## src/rtl/shared_mem_responder.sv

```systemverilog
// Shared-memory responder: PCI-first arbitration onto one RAM port, one-entry FPGA defer buffer, flag word.
// Latency: RAM and flag reads both return 2 cycles after issue; writes produce no response.
// Backpressure: fpga_stall is high while an FPGA access is deferred; FPGA requests arriving then are dropped.
module shared_mem_responder #(
  parameter logic [20:0] FLAG_ADDR = 21'h07FFFE
) (
  input  logic        clk,
  input  logic        rst_n,
  input  logic        rd_req,
  input  logic        FPGA_wr_en,
  input  logic [20:0] req_addr,
  input  logic [31:0] write_data,
  output logic [31:0] rd_data,
  output logic        rd_ready,
  output logic        fpga_stall,
  input  logic        flag_we,
  input  logic [31:0] out_flag,
  output logic [31:0] in_flag,
  input  logic        pci_wr_en,
  input  logic        pci_rd_en,
  input  logic [20:0] pci_req_addr,
  input  logic [31:0] pci_input_data,
  output logic [31:0] pci_rd_data,
  output logic        pci_rd_valid,
  output logic        mem_en,
  output logic        mem_we,
  output logic [20:0] mem_addr,
  output logic [31:0] mem_wdata,
  input  logic [31:0] mem_rdata,
  output logic        err_sticky
);

  typedef enum logic {IDLE, DEFER} state_t;

  typedef struct packed {
    logic        wr;
    logic [20:0] addr;
    logic [31:0] dat;
  } req_t;

  state_t      state, state_nxt;
  req_t        defer_q, fpga_sel;
  logic        pci_act, fpga_act;
  logic        issue_fpga, defer_load, fpga_drop;
  logic        pci_flag, fpga_flag;
  logic        pci_rd_issue, fpga_rd_issue;
  logic        pci_flag_wr, fpga_flag_wr;
  logic        flag_wen, flag_lost;
  logic [31:0] flag_q, flag_nxt;
  logic        s1_vld, s1_pci, s1_flag;
  logic [31:0] s1_fdat, ret_dat;
  logic        err_q;

  assign pci_act  = pci_wr_en | pci_rd_en;
  assign fpga_act = FPGA_wr_en | rd_req;

  always_ff @(posedge clk or negedge rst_n) begin
    if (!rst_n) state <= IDLE;
    else        state <= state_nxt;
  end

  always_comb begin
    state_nxt  = state;
    fpga_sel   = {FPGA_wr_en, req_addr, write_data};
    issue_fpga = 1'b0;
    defer_load = 1'b0;
    fpga_drop  = 1'b0;
    fpga_stall = 1'b0;
    case (state)
      IDLE: begin
        if (fpga_act) begin
          if (pci_act) begin
            defer_load = 1'b1;
            state_nxt  = DEFER;
          end else begin
            issue_fpga = 1'b1;
          end
        end
      end
      DEFER: begin
        fpga_stall = 1'b1;
        fpga_drop  = fpga_act;
        fpga_sel   = defer_q;
        if (!pci_act) begin
          issue_fpga = 1'b1;
          state_nxt  = IDLE;
        end
      end
      default: state_nxt = IDLE;
    endcase
  end

  always_ff @(posedge clk or negedge rst_n) begin
    if (!rst_n)          defer_q <= '0;
    else if (defer_load) defer_q <= {FPGA_wr_en, req_addr, write_data};
  end

  assign pci_flag      = (pci_req_addr == FLAG_ADDR);
  assign fpga_flag     = (fpga_sel.addr == FLAG_ADDR);
  assign pci_rd_issue  = pci_rd_en & ~pci_wr_en;
  assign fpga_rd_issue = issue_fpga & ~fpga_sel.wr;
  assign pci_flag_wr   = pci_wr_en & pci_flag;
  assign fpga_flag_wr  = issue_fpga & fpga_sel.wr & fpga_flag;

  // The flag word never reaches the RAM; mem_en is also held low through reset.
  always_comb begin
    mem_en    = 1'b0;
    mem_we    = 1'b0;
    mem_addr  = '0;
    mem_wdata = '0;
    if (pci_act) begin
      mem_en    = ~pci_flag;
      mem_we    = pci_wr_en & ~pci_flag;
      mem_addr  = pci_req_addr;
      mem_wdata = pci_input_data;
    end else if (issue_fpga) begin
      mem_en    = ~fpga_flag;
      mem_we    = fpga_sel.wr & ~fpga_flag;
      mem_addr  = fpga_sel.addr;
      mem_wdata = fpga_sel.dat;
    end
    mem_en = mem_en & rst_n;
    mem_we = mem_we & rst_n;
  end

  // Host beats flag_we, which beats an FPGA-side flag write; any loser is an FPGA-side write.
  always_comb begin
    flag_wen = pci_flag_wr | flag_we | fpga_flag_wr;
    flag_nxt = fpga_sel.dat;
    if (pci_flag_wr)  flag_nxt = pci_input_data;
    else if (flag_we) flag_nxt = out_flag;
    flag_lost = (pci_flag_wr & (flag_we | fpga_flag_wr)) | (flag_we & fpga_flag_wr);
  end

  assign ret_dat = s1_flag ? s1_fdat : mem_rdata;

  always_ff @(posedge clk or negedge rst_n) begin
    if (!rst_n) begin
      s1_vld       <= 1'b0;
      s1_pci       <= 1'b0;
      s1_flag      <= 1'b0;
      s1_fdat      <= '0;
      rd_ready     <= 1'b0;
      rd_data      <= '0;
      pci_rd_valid <= 1'b0;
      pci_rd_data  <= '0;
      flag_q       <= '0;
      err_q        <= 1'b0;
    end else begin
      s1_vld       <= pci_rd_issue | fpga_rd_issue;
      s1_pci       <= pci_act;
      s1_flag      <= pci_act ? pci_flag : fpga_flag;
      s1_fdat      <= flag_q;
      rd_ready     <= s1_vld & ~s1_pci;
      pci_rd_valid <= s1_vld & s1_pci;
      if (s1_vld & ~s1_pci)     rd_data     <= ret_dat;
      if (s1_vld & s1_pci)      pci_rd_data <= ret_dat;
      if (flag_wen)             flag_q      <= flag_nxt;
      if (fpga_drop | flag_lost) err_q      <= 1'b1;
    end
  end

  assign in_flag    = flag_q;
  assign err_sticky = err_q;

endmodule
```

## config.mk

```make
export PLATFORM = sky130hd
export DESIGN_NAME = shared_mem_responder
export DESIGN_NICKNAME = d
export VERILOG_FILES = /design/src/rtl/shared_mem_responder.sv
export SDC_FILE = /design/constraint.sdc
export NUM_CORES = 1
export LEC_CHECK = 0
export BUFFER_PORTS_ARGS = -buffer_cell sky130_fd_sc_hd__buf_2
export CORE_UTILIZATION = 35
export DETAILED_ROUTE_END_ITERATION = 10
export PLACE_DENSITY = 0.59
export REMOVE_ABC_BUFFERS = 1
export SLEW_MARGIN = 20
export SYNTH_ARGS = -nofsm -noshare
export SYNTH_HDL_FRONTEND = slang
export SYNTH_SLANG_ARGS = --single-unit
```

## constraint.sdc

```tcl
create_clock -name clk -period 2.8 [get_ports clk]
set_input_delay 0.42 -clock clk [delete_from_list [all_inputs] [get_ports clk]]
set_output_delay 0.42 -clock clk [all_outputs]
set_load 0.01 [all_outputs]
```

==> results.txt, run 1 <==
----------------------------------------------------
[GRT]
  Largest net degree at the start of global routing ... 90
  GR Overflow Total ... 0
  Gr usage total ... 0.218
  First-pass GRT wire length ... 44700 microns
  Number of global-route vias before repair ... 7975
  Antenna violations before repair ... 3

[Clock network]
  Quantity of gates resized following cts ... 0
  Clock latency of the later-clocked register in the worst-skew pair ... 430 ps
  H-tree levels ... 4
  Number of clock buffers inserted by TritonCTS ... 17
  Reg clk slew, reported paths ... 80 ps
  CTS Buffer Depth ... 2
  Number of sinks handled by clock tree synthesis ... 189
  Setup Fix Bufs, Post-CTS ... 0
  Cts hold-fix bufs ... 0
  TritonCTS clock tree ... yes
  Root buffer cell ... sky130_fd_sc_hd__clkbuf_16

[Placed design]
  PortBufs ... 331
  Pre-CTS setup slack ... 336 ps
  Number of placed instances, taps included ... 1499
  Cell Area, Placed ... 11200 sq um
  Placer's final routability congestion estimate ... 0.833
  HPWL after DPL ... 20800 microns

[Pwr]
  Peak supply drop ... 0.308 mV
  Power per Cell Area ... 638 nW/um^2
  Static leakage power ... 5.53 nW
  Pwr Total ... 7.51 mW

[Floorplan]
  Starting Density ... 0.359
  Vert. Die Dim ... 163 microns
  Area enclosed by the die boundary ... 26700 sq um
  Overall die width ... 163 microns
  Placement row count ... 58
  I/O pin total ... 332
  Core region area ... 25400 sq um

[Synthesis]
  Distinct cells, synth ... 37
  Part of the Yosys area used for sequential elements ... 0.519
  Total number of yosys warnings ... 0
  Synth Instances ... 886
  Post-synthesis area per instance ... 10.3 sq um
  Netlist area before placement ... 9120 sq um
  Flip-flop and latch count after synthesis ... 189

[Route]
  Post-route antenna net violation count ... 0
  DRC marker count from the first detailed-route iteration ... 481
  Average detailed-routed wire length per instance ... 18.8 microns
  DRC errors left ... 0
  Via count of the routed design ... 7942
  Detailed Route WL ... 28800 microns
  Routed vias/inst ... 5.18
  Number of iterations in the first detailed-routing pass ... 4

[STA]
  Minimum setup slack in the final design ... 175 ps
  Finish-stage setup viols ... 0
  Hold violation total from the final report ... 0
  Worst-case clock skew ... 15.3 ps
  Max Clk Rate ... 381 MHz
  Worst hold slack ... 206 ps
  Sum of negative setup slack ... 0 ps
  Worst Max-Slew Pin Slew ... 891 ps
  RSZ-0062 raised after global routing ... false
  Final min period ... 2620 ps
  Max-slew violation count ... 0
  Fraction of the cycle the final worst path needs ... 0.937
  Worst-case headroom to the max-slew limit ... 0.406

[Cells and area]
  Share of final-layout standard cells stronger than drive strength 1 ... 0.381
  Layout Area Growth over Synthesis ... 29.1%
  Sequential cell area in the final layout ... 4730 sq um
  Final Instance Count excl. Fillers ... 1532
  Post-layout nets ... 1365
  Combined area of the multi-input logic cells ... 4090 sq um
  Number of filler cells placed in the layout ... 2468
  Total non-filler cell area in the finished layout ... 11800 sq um
  Utilization after layout ... 0.464

[Setup path]
  Worst Setup Start Kind ... flop
  Kind of critical path ... flop to output port
  Worst setup EP type ... output port
  Worst EP arrival ... 2200 ps
  Critical path peak fanout ... 13
  Critical Path RT ... 2380 ps

[Outcome]
  Status ... complete, no violations

[Hold path]
  Type of the most critical hold path ... primary input to async pin

[Run]
  Maxcap violations ... 0

----------------------------------------------------
cells in the mapped netlist:
cell | count | share of area
sky130_fd_sc_hd__inv_2 | 2 | 0.00082
sky130_fd_sc_hd__and2_1 | 1 | 0.00069
sky130_fd_sc_hd__o31ai_1 | 35 | 0.029
sky130_fd_sc_hd__a211oi_1 | 1 | 0.00082
sky130_fd_sc_hd__nor4_1 | 1 | 0.00069
sky130_fd_sc_hd__o211a_1 | 32 | 0.035
sky130_fd_sc_hd__o311a_4 | 1 | 0.0023
sky130_fd_sc_hd__buf_1 | 6 | 0.0025
sky130_fd_sc_hd__nor2_1 | 111 | 0.046
sky130_fd_sc_hd__nand4b_4 | 1 | 0.0026
sky130_fd_sc_hd__nand2_1 | 102 | 0.042
sky130_fd_sc_hd__inv_1 | 5 | 0.0021
sky130_fd_sc_hd__nor4bb_1 | 1 | 0.0011
sky130_fd_sc_hd__nor3_1 | 35 | 0.019
sky130_fd_sc_hd__buf_2 | 9 | 0.0049
sky130_fd_sc_hd__nand4b_1 | 4 | 0.0038
sky130_fd_sc_hd__nor2_4 | 1 | 0.0012
sky130_fd_sc_hd__buf_6 | 4 | 0.0049
sky130_fd_sc_hd__mux2_2 | 52 | 0.064
sky130_fd_sc_hd__nand4bb_1 | 1 | 0.0012
sky130_fd_sc_hd__a221oi_1 | 19 | 0.018
sky130_fd_sc_hd__clkbuf_1 | 55 | 0.023
sky130_fd_sc_hd__nand2b_1 | 1 | 0.00069
sky130_fd_sc_hd__o2bb2ai_1 | 32 | 0.031
sky130_fd_sc_hd__and4b_1 | 1 | 0.0011
sky130_fd_sc_hd__mux2i_1 | 67 | 0.074
sky130_fd_sc_hd__dfrtp_1 | 189 | 0.52
sky130_fd_sc_hd__buf_4 | 1 | 0.00082
sky130_fd_sc_hd__a211o_1 | 1 | 0.00096
sky130_fd_sc_hd__o22ai_1 | 3 | 0.0021
sky130_fd_sc_hd__nand3_2 | 1 | 0.0011
sky130_fd_sc_hd__a2111oi_4 | 1 | 0.0030
sky130_fd_sc_hd__nand4_1 | 7 | 0.0048
sky130_fd_sc_hd__a21oi_1 | 34 | 0.019
sky130_fd_sc_hd__nor3_2 | 1 | 0.0011
sky130_fd_sc_hd__o21ai_0 | 67 | 0.037
sky130_fd_sc_hd__nand3_1 | 1 | 0.00055
power by group:
part	leakage, nW	switching, mW	internal (mW)
Clock	0.279	1.22	1.19
Combinational	3.02	0.912	0.744
Sequential	2.24	0.258	3.18
worst paths after layout:
check | startpoint | endpoint | slack [ps] | cells after the start
max reg2reg | state$_DFF_PN0_ | in_flag[9]$_DFFE_PN0P_ | 340 | 6
min reg2reg | in_flag[22]$_DFFE_PN0P_ | s1_fdat[22]$_DFF_PN0_ | 410 | 0
min in group clk | write_data[2] | defer_q[2]$_DFFE_PN0P_ | 230 | 2
max in group asynchronous | rst_n | state$_DFF_PN0_ | 1850 | 2
max | state$_DFF_PN0_ | mem_en | 180 | 6
min | rst_n | s1_fdat[26]$_DFF_PN0_ | 210 | 2
layout by cell type (no fill, tap or decap), types with 2 or more instances in the layout:
| cell | count |
|---|---|
| sky130_fd_sc_hd__a21oi_1 | 34 |
| sky130_fd_sc_hd__a221oi_1 | 19 |
| sky130_fd_sc_hd__buf_12 | 5 |
| sky130_fd_sc_hd__buf_2 | 330 |
| sky130_fd_sc_hd__buf_4 | 21 |
| sky130_fd_sc_hd__clkbuf_16 | 17 |
| sky130_fd_sc_hd__clkinv_8 | 3 |
| sky130_fd_sc_hd__dfrtp_1 | 187 |
| sky130_fd_sc_hd__inv_1 | 5 |
| sky130_fd_sc_hd__inv_2 | 2 |
| sky130_fd_sc_hd__inv_6 | 6 |
| sky130_fd_sc_hd__inv_8 | 2 |
| sky130_fd_sc_hd__mux2_2 | 52 |
| sky130_fd_sc_hd__mux2i_1 | 66 |
| sky130_fd_sc_hd__nand2_1 | 102 |
| sky130_fd_sc_hd__nand4_1 | 7 |
| sky130_fd_sc_hd__nand4b_1 | 4 |
| sky130_fd_sc_hd__nor2_1 | 111 |
| sky130_fd_sc_hd__nor3_1 | 32 |
| sky130_fd_sc_hd__nor3_2 | 3 |
| sky130_fd_sc_hd__o211a_1 | 32 |
| sky130_fd_sc_hd__o21ai_0 | 66 |
| sky130_fd_sc_hd__o22ai_1 | 3 |
| sky130_fd_sc_hd__o2bb2ai_1 | 32 |
| sky130_fd_sc_hd__o31ai_1 | 35 |
routing by layer:
| layer | up-vias | global-route usage | routed length, microns |
|---|---|---|---|
| met1 | 3823 | 0.280 | 12500 |
| met4 | 4 | 0.0726 | 484 |
| met3 | 35 | 0.0416 | 1780 |
| met5 | - | 0 | 23 |
| met2 | 284 | 0.366 | 14000 |
| li1 | 3796 | - | - |
logic make-up (layout without fill, tap and decap cells):
kind of cell           after synthesis  after routing  share of synthesized area
buffers and inverters               82            397                     0.0387
and+or+nand+nor                    270            270                      0.128
AOI/OAI and AO/OA                  226            226                      0.178
other                                0              1                          0
DFF                                189            189                      0.519
muxes                              119            119                      0.138
worst max-delay path: stages, from the launching register on:
cell and delay, ps:
sky130_fd_sc_hd__dfrtp_4 570, sky130_fd_sc_hd__nand4bb_1 250, sky130_fd_sc_hd__a2111oi_4 370, sky130_fd_sc_hd__nand3_2 140, sky130_fd_sc_hd__o21ai_1 230, sky130_fd_sc_hd__a211oi_1 80, sky130_fd_sc_hd__buf_2 150
sequential cells by signal, summed over array words and instances, names as in the netlist, 32 cells and up:
signal / count
defer_q: 54
in_flag: 32
pci_rd_data: 32
rd_data: 32
s1_fdat: 32
area by class of cell:
class | instances | share of cell area
clock inverters | 14 | 0.0123
inverters | 7 | 0.00223
multi-input cells | 615 | 0.347
well taps | 330 | 0.0351
flip-flops and latches | 189 | 0.402
diodes | 1 | 0.000213
clock buffers | 18 | 0.0365
repair buffers | 358 | 0.164
Note: power is estimated with default switching activity, not from simulation.
==> run 2: changes to the inputs <==
- CORE_UTILIZATION: 35 -> 50
- PLACE_DENSITY: 0.59 -> 0.8
- clock period: 2.8 -> 2.43 ns (I/O delays scaled with it)
==> run 2 against run 1 <==
The run now ends with setup timing left; core utilization increased by 19 points; combinational power increased by 16%; sequential share of layout area about the same; cell count decreased by 6.5%; die area decreased by 30%; hold slack got worse by 99 ps; register-to-register slack got worse by 250 ps; via count increased by 3.8%; largest cell class unchanged; highest routed layer is now met4.
==> results.txt, run 2 (same netlist as run 1, synthesis figures left out) <==
----------------------------------------------------
[Outcome]
  Status ... finished with violations (was complete, no violations)
  Failing checks ... setup timing

[Clock network]
  H-tree levels ... 4 (unchanged)
  Number of clock buffers inserted by TritonCTS ... 17 (unchanged)
  Cts hold-fix bufs ... 0 (unchanged)
  Reg clk slew, reported paths ... 70 ps (was 80 ps)
  Number of sinks handled by clock tree synthesis ... 189 (unchanged)
  TritonCTS clock tree ... yes (unchanged)
  Clock latency of the later-clocked register in the worst-skew pair ... 430 ps (about the same)
  Root buffer cell ... sky130_fd_sc_hd__clkbuf_16 (unchanged)
  CTS Buffer Depth ... 2 (unchanged)

[Floorplan]
  Area enclosed by the die boundary ... 18800 sq um (was 26700 sq um)
  Core region area ... 17900 sq um (was 25400 sq um)
  Vert. Die Dim ... 137 microns (was 163 microns)
  Placement row count ... 49 (was 58)
  Overall die width ... 137 microns (was 163 microns)
  I/O pin total ... 332 (unchanged)
  Starting Density ... 0.510 (was 0.359)

[STA]
  Fraction of the cycle the final worst path needs ... 1.03
  Worst-case clock skew ... 12.5 ps (was 15.3 ps)
  Final min period ... 2500 ps
  Max Clk Rate ... 400 MHz
  Worst hold slack ... 107 ps (was 206 ps)
  Worst-case headroom to the max-slew limit ... 0.457 (was 0.406)
  Max-slew violation count ... 0 (unchanged)
  Worst Max-Slew Pin Slew ... 814 ps (was 891 ps)
  Finish-stage setup viols ... 7 (was 0)
  Hold violation total from the final report ... 0 (unchanged)
  RSZ-0062 raised after global routing ... true (was false)
  Minimum setup slack in the final design ... -70.0 ps (was 175 ps)

[Pwr]
  Power per Cell Area ... 747 nW/um^2 (was 638 nW/um^2)
  Static leakage power ... 5.60 nW (was 5.53 nW)
  Peak supply drop ... 0.455 mV (was 0.308 mV)

[Placed design]
  PortBufs ... 331 (unchanged)
  HPWL after DPL ... 19200 microns (was 20800 microns)
  Number of placed instances, taps included ... 1400 (was 1499)
  Placer's final routability congestion estimate ... 0.884 (was 0.833)

[Route]
  Post-route antenna net violation count ... 0 (unchanged)
  M1 WL ... 11200 microns (was 12500 microns)
  Routed vias/inst ... 5.75 (was 5.18)
  DRC errors left ... 0 (unchanged)
  Met2 routed wirelength ... 13800 microns (was 14000 microns)
  Average detailed-routed wire length per instance ... 19.4 microns (was 18.8 microns)
  Number of iterations in the first detailed-routing pass ... 5 (was 4)
  Highest metal layer used by the detailed router ... met4 (was met5)
  Detailed Route WL ... 27700 microns (was 28800 microns)
  DRC marker count from the first detailed-route iteration ... 551 (was 481)
  Met3 Wirelength ... 2050 microns (was 1780 microns)
  Via count of the routed design ... 8244 (was 7942)

[Cells and area]
  Final Instance Count excl. Fillers ... 1433 (was 1532)
  Post-layout nets ... 1368 (was 1365)
  Layout Area Growth over Synthesis ... 29.0% (was 29.1%)
  Diode count ... 0 (was 1)
  Largest register by flop count ... defer_q (unchanged)
  Commonest non-fill, non-tap cell in the layout ... sky130_fd_sc_hd__buf_2 (unchanged)
  Flip-flop count of the largest register after layout ... 54 (unchanged)
  Most frequent cells in the layout ... 330 x sky130_fd_sc_hd__buf_2, 187 x sky130_fd_sc_hd__dfrtp_1, 109 x sky130_fd_sc_hd__nor2_1, 102 x sky130_fd_sc_hd__nand2_1 (was 330 x sky130_fd_sc_hd__buf_2, 187 x sky130_fd_sc_hd__dfrtp_1, 111 x sky130_fd_sc_hd__nor2_1, 102 x sky130_fd_sc_hd__nand2_1)
  Share of final-layout standard cells stronger than drive strength 1 ... 0.387 (was 0.381)

[GRT]
  Number of global-route vias before repair ... 7934 (was 7975)
  GR Overflow Total ... 0 (unchanged)
  Antenna violations before repair ... 0 (was 3)
  Largest net degree at the start of global routing ... 151 (was 90)
  Gr usage total ... 0.297 (was 0.218)
  First-pass GRT wire length ... 42300 microns (was 44700 microns)

[Setup path]
  Kind of critical path ... flop to output port (unchanged)
  Worst setup EP type ... output port (unchanged)
  Critical path peak fanout ... 8 (was 13)
  Worst Setup Start Kind ... flop (unchanged)
  Critical Path RT ... 2070 ps (was 2380 ps)
  Worst EP arrival ... 2140 ps (was 2200 ps)

[Run]
  Maxcap violations ... 0 (unchanged)

[Hold path]
  Type of the most critical hold path ... primary input to async pin (unchanged)

----------------------------------------------------
-- run 2: cell count changes in the layout (fill, tap and decap cells not counted), sizes merged --
cell	change
inv	-4
buf	+3
bufinv	+3
clkbuf	+1
diode	-1
-- run 2: power by group --
part           switching (mW)  internal [mW]
registers               0.311           3.67
logic                    1.06          0.866
clock network            1.22           1.66
-- run 2: routing by layer --
layer / global-route usage / up-vias
li1: - / 3802
met1: 0.365 / 4004
met2: 0.508 / 382
met3: 0.0607 / 56
met4: 0.120 / 0
met5: 0 / -
-- run 2: repair_timing --
action | in CTS | in global routing
cloned | 0 | 0
setup buffers | 1 | 0
resized for setup | 8 | 4
pin swaps | 1 | 2
endpoints found under the setup margin | 26 | 53
-- run 2: path summary, 6_finish.rpt --
kind	cells past startpoint	endpoint	from	slack (ps)
max	6	mem_en	state$_DFF_PN0_	-70
min	2	defer_q[33]$_DFFE_PN0P_	rst_n	110
max reg2reg	6	in_flag[13]$_DFFE_PN0P_	state$_DFF_PN0_	90
min reg2reg	0	s1_fdat[22]$_DFF_PN0_	in_flag[22]$_DFFE_PN0P_	400
max in group asynchronous	2	s1_flag$_DFF_PN0_	rst_n	1620
min in group clk	2	defer_q[20]$_DFFE_PN0P_	write_data[20]	190
-- run 2: critical path, stage by stage, from the launching register on --
cell and delay, ps:
sky130_fd_sc_hd__dfrtp_4 550, sky130_fd_sc_hd__nand4bb_4 230, sky130_fd_sc_hd__a2111oi_4 350, sky130_fd_sc_hd__nand3_2 170
sky130_fd_sc_hd__o21ai_4 190, sky130_fd_sc_hd__a211oi_1 70, sky130_fd_sc_hd__buf_2 150
-- run 2: area by class of cell --
class | count | area, sq um
fillers | 1440 | 6130
well taps | 229 | 287
clock buffers | 19 | 443
clock inverters | 13 | 161
multi-input cells | 615 | 4120
repair buffers | 361 | 1990
flip-flops and latches | 189 | 4730
inverters | 7 | 26.3
-- run 2: through the flow --
step	setup TNS, ps	util	setup slack [ps]	total power, mW	area (sq um)
global placement	0	0.620	75.4	5.88	11100
finish	-270	0.657	-70.0	8.79	11800
CTS	-510	0.656	-102	8.85	11800
floorplan	-315880	-	-3550	5.01	8790
global route	-1070	0.657	-149	9.24	11800
detailed placement	0	0.620	41.6	5.95	11100
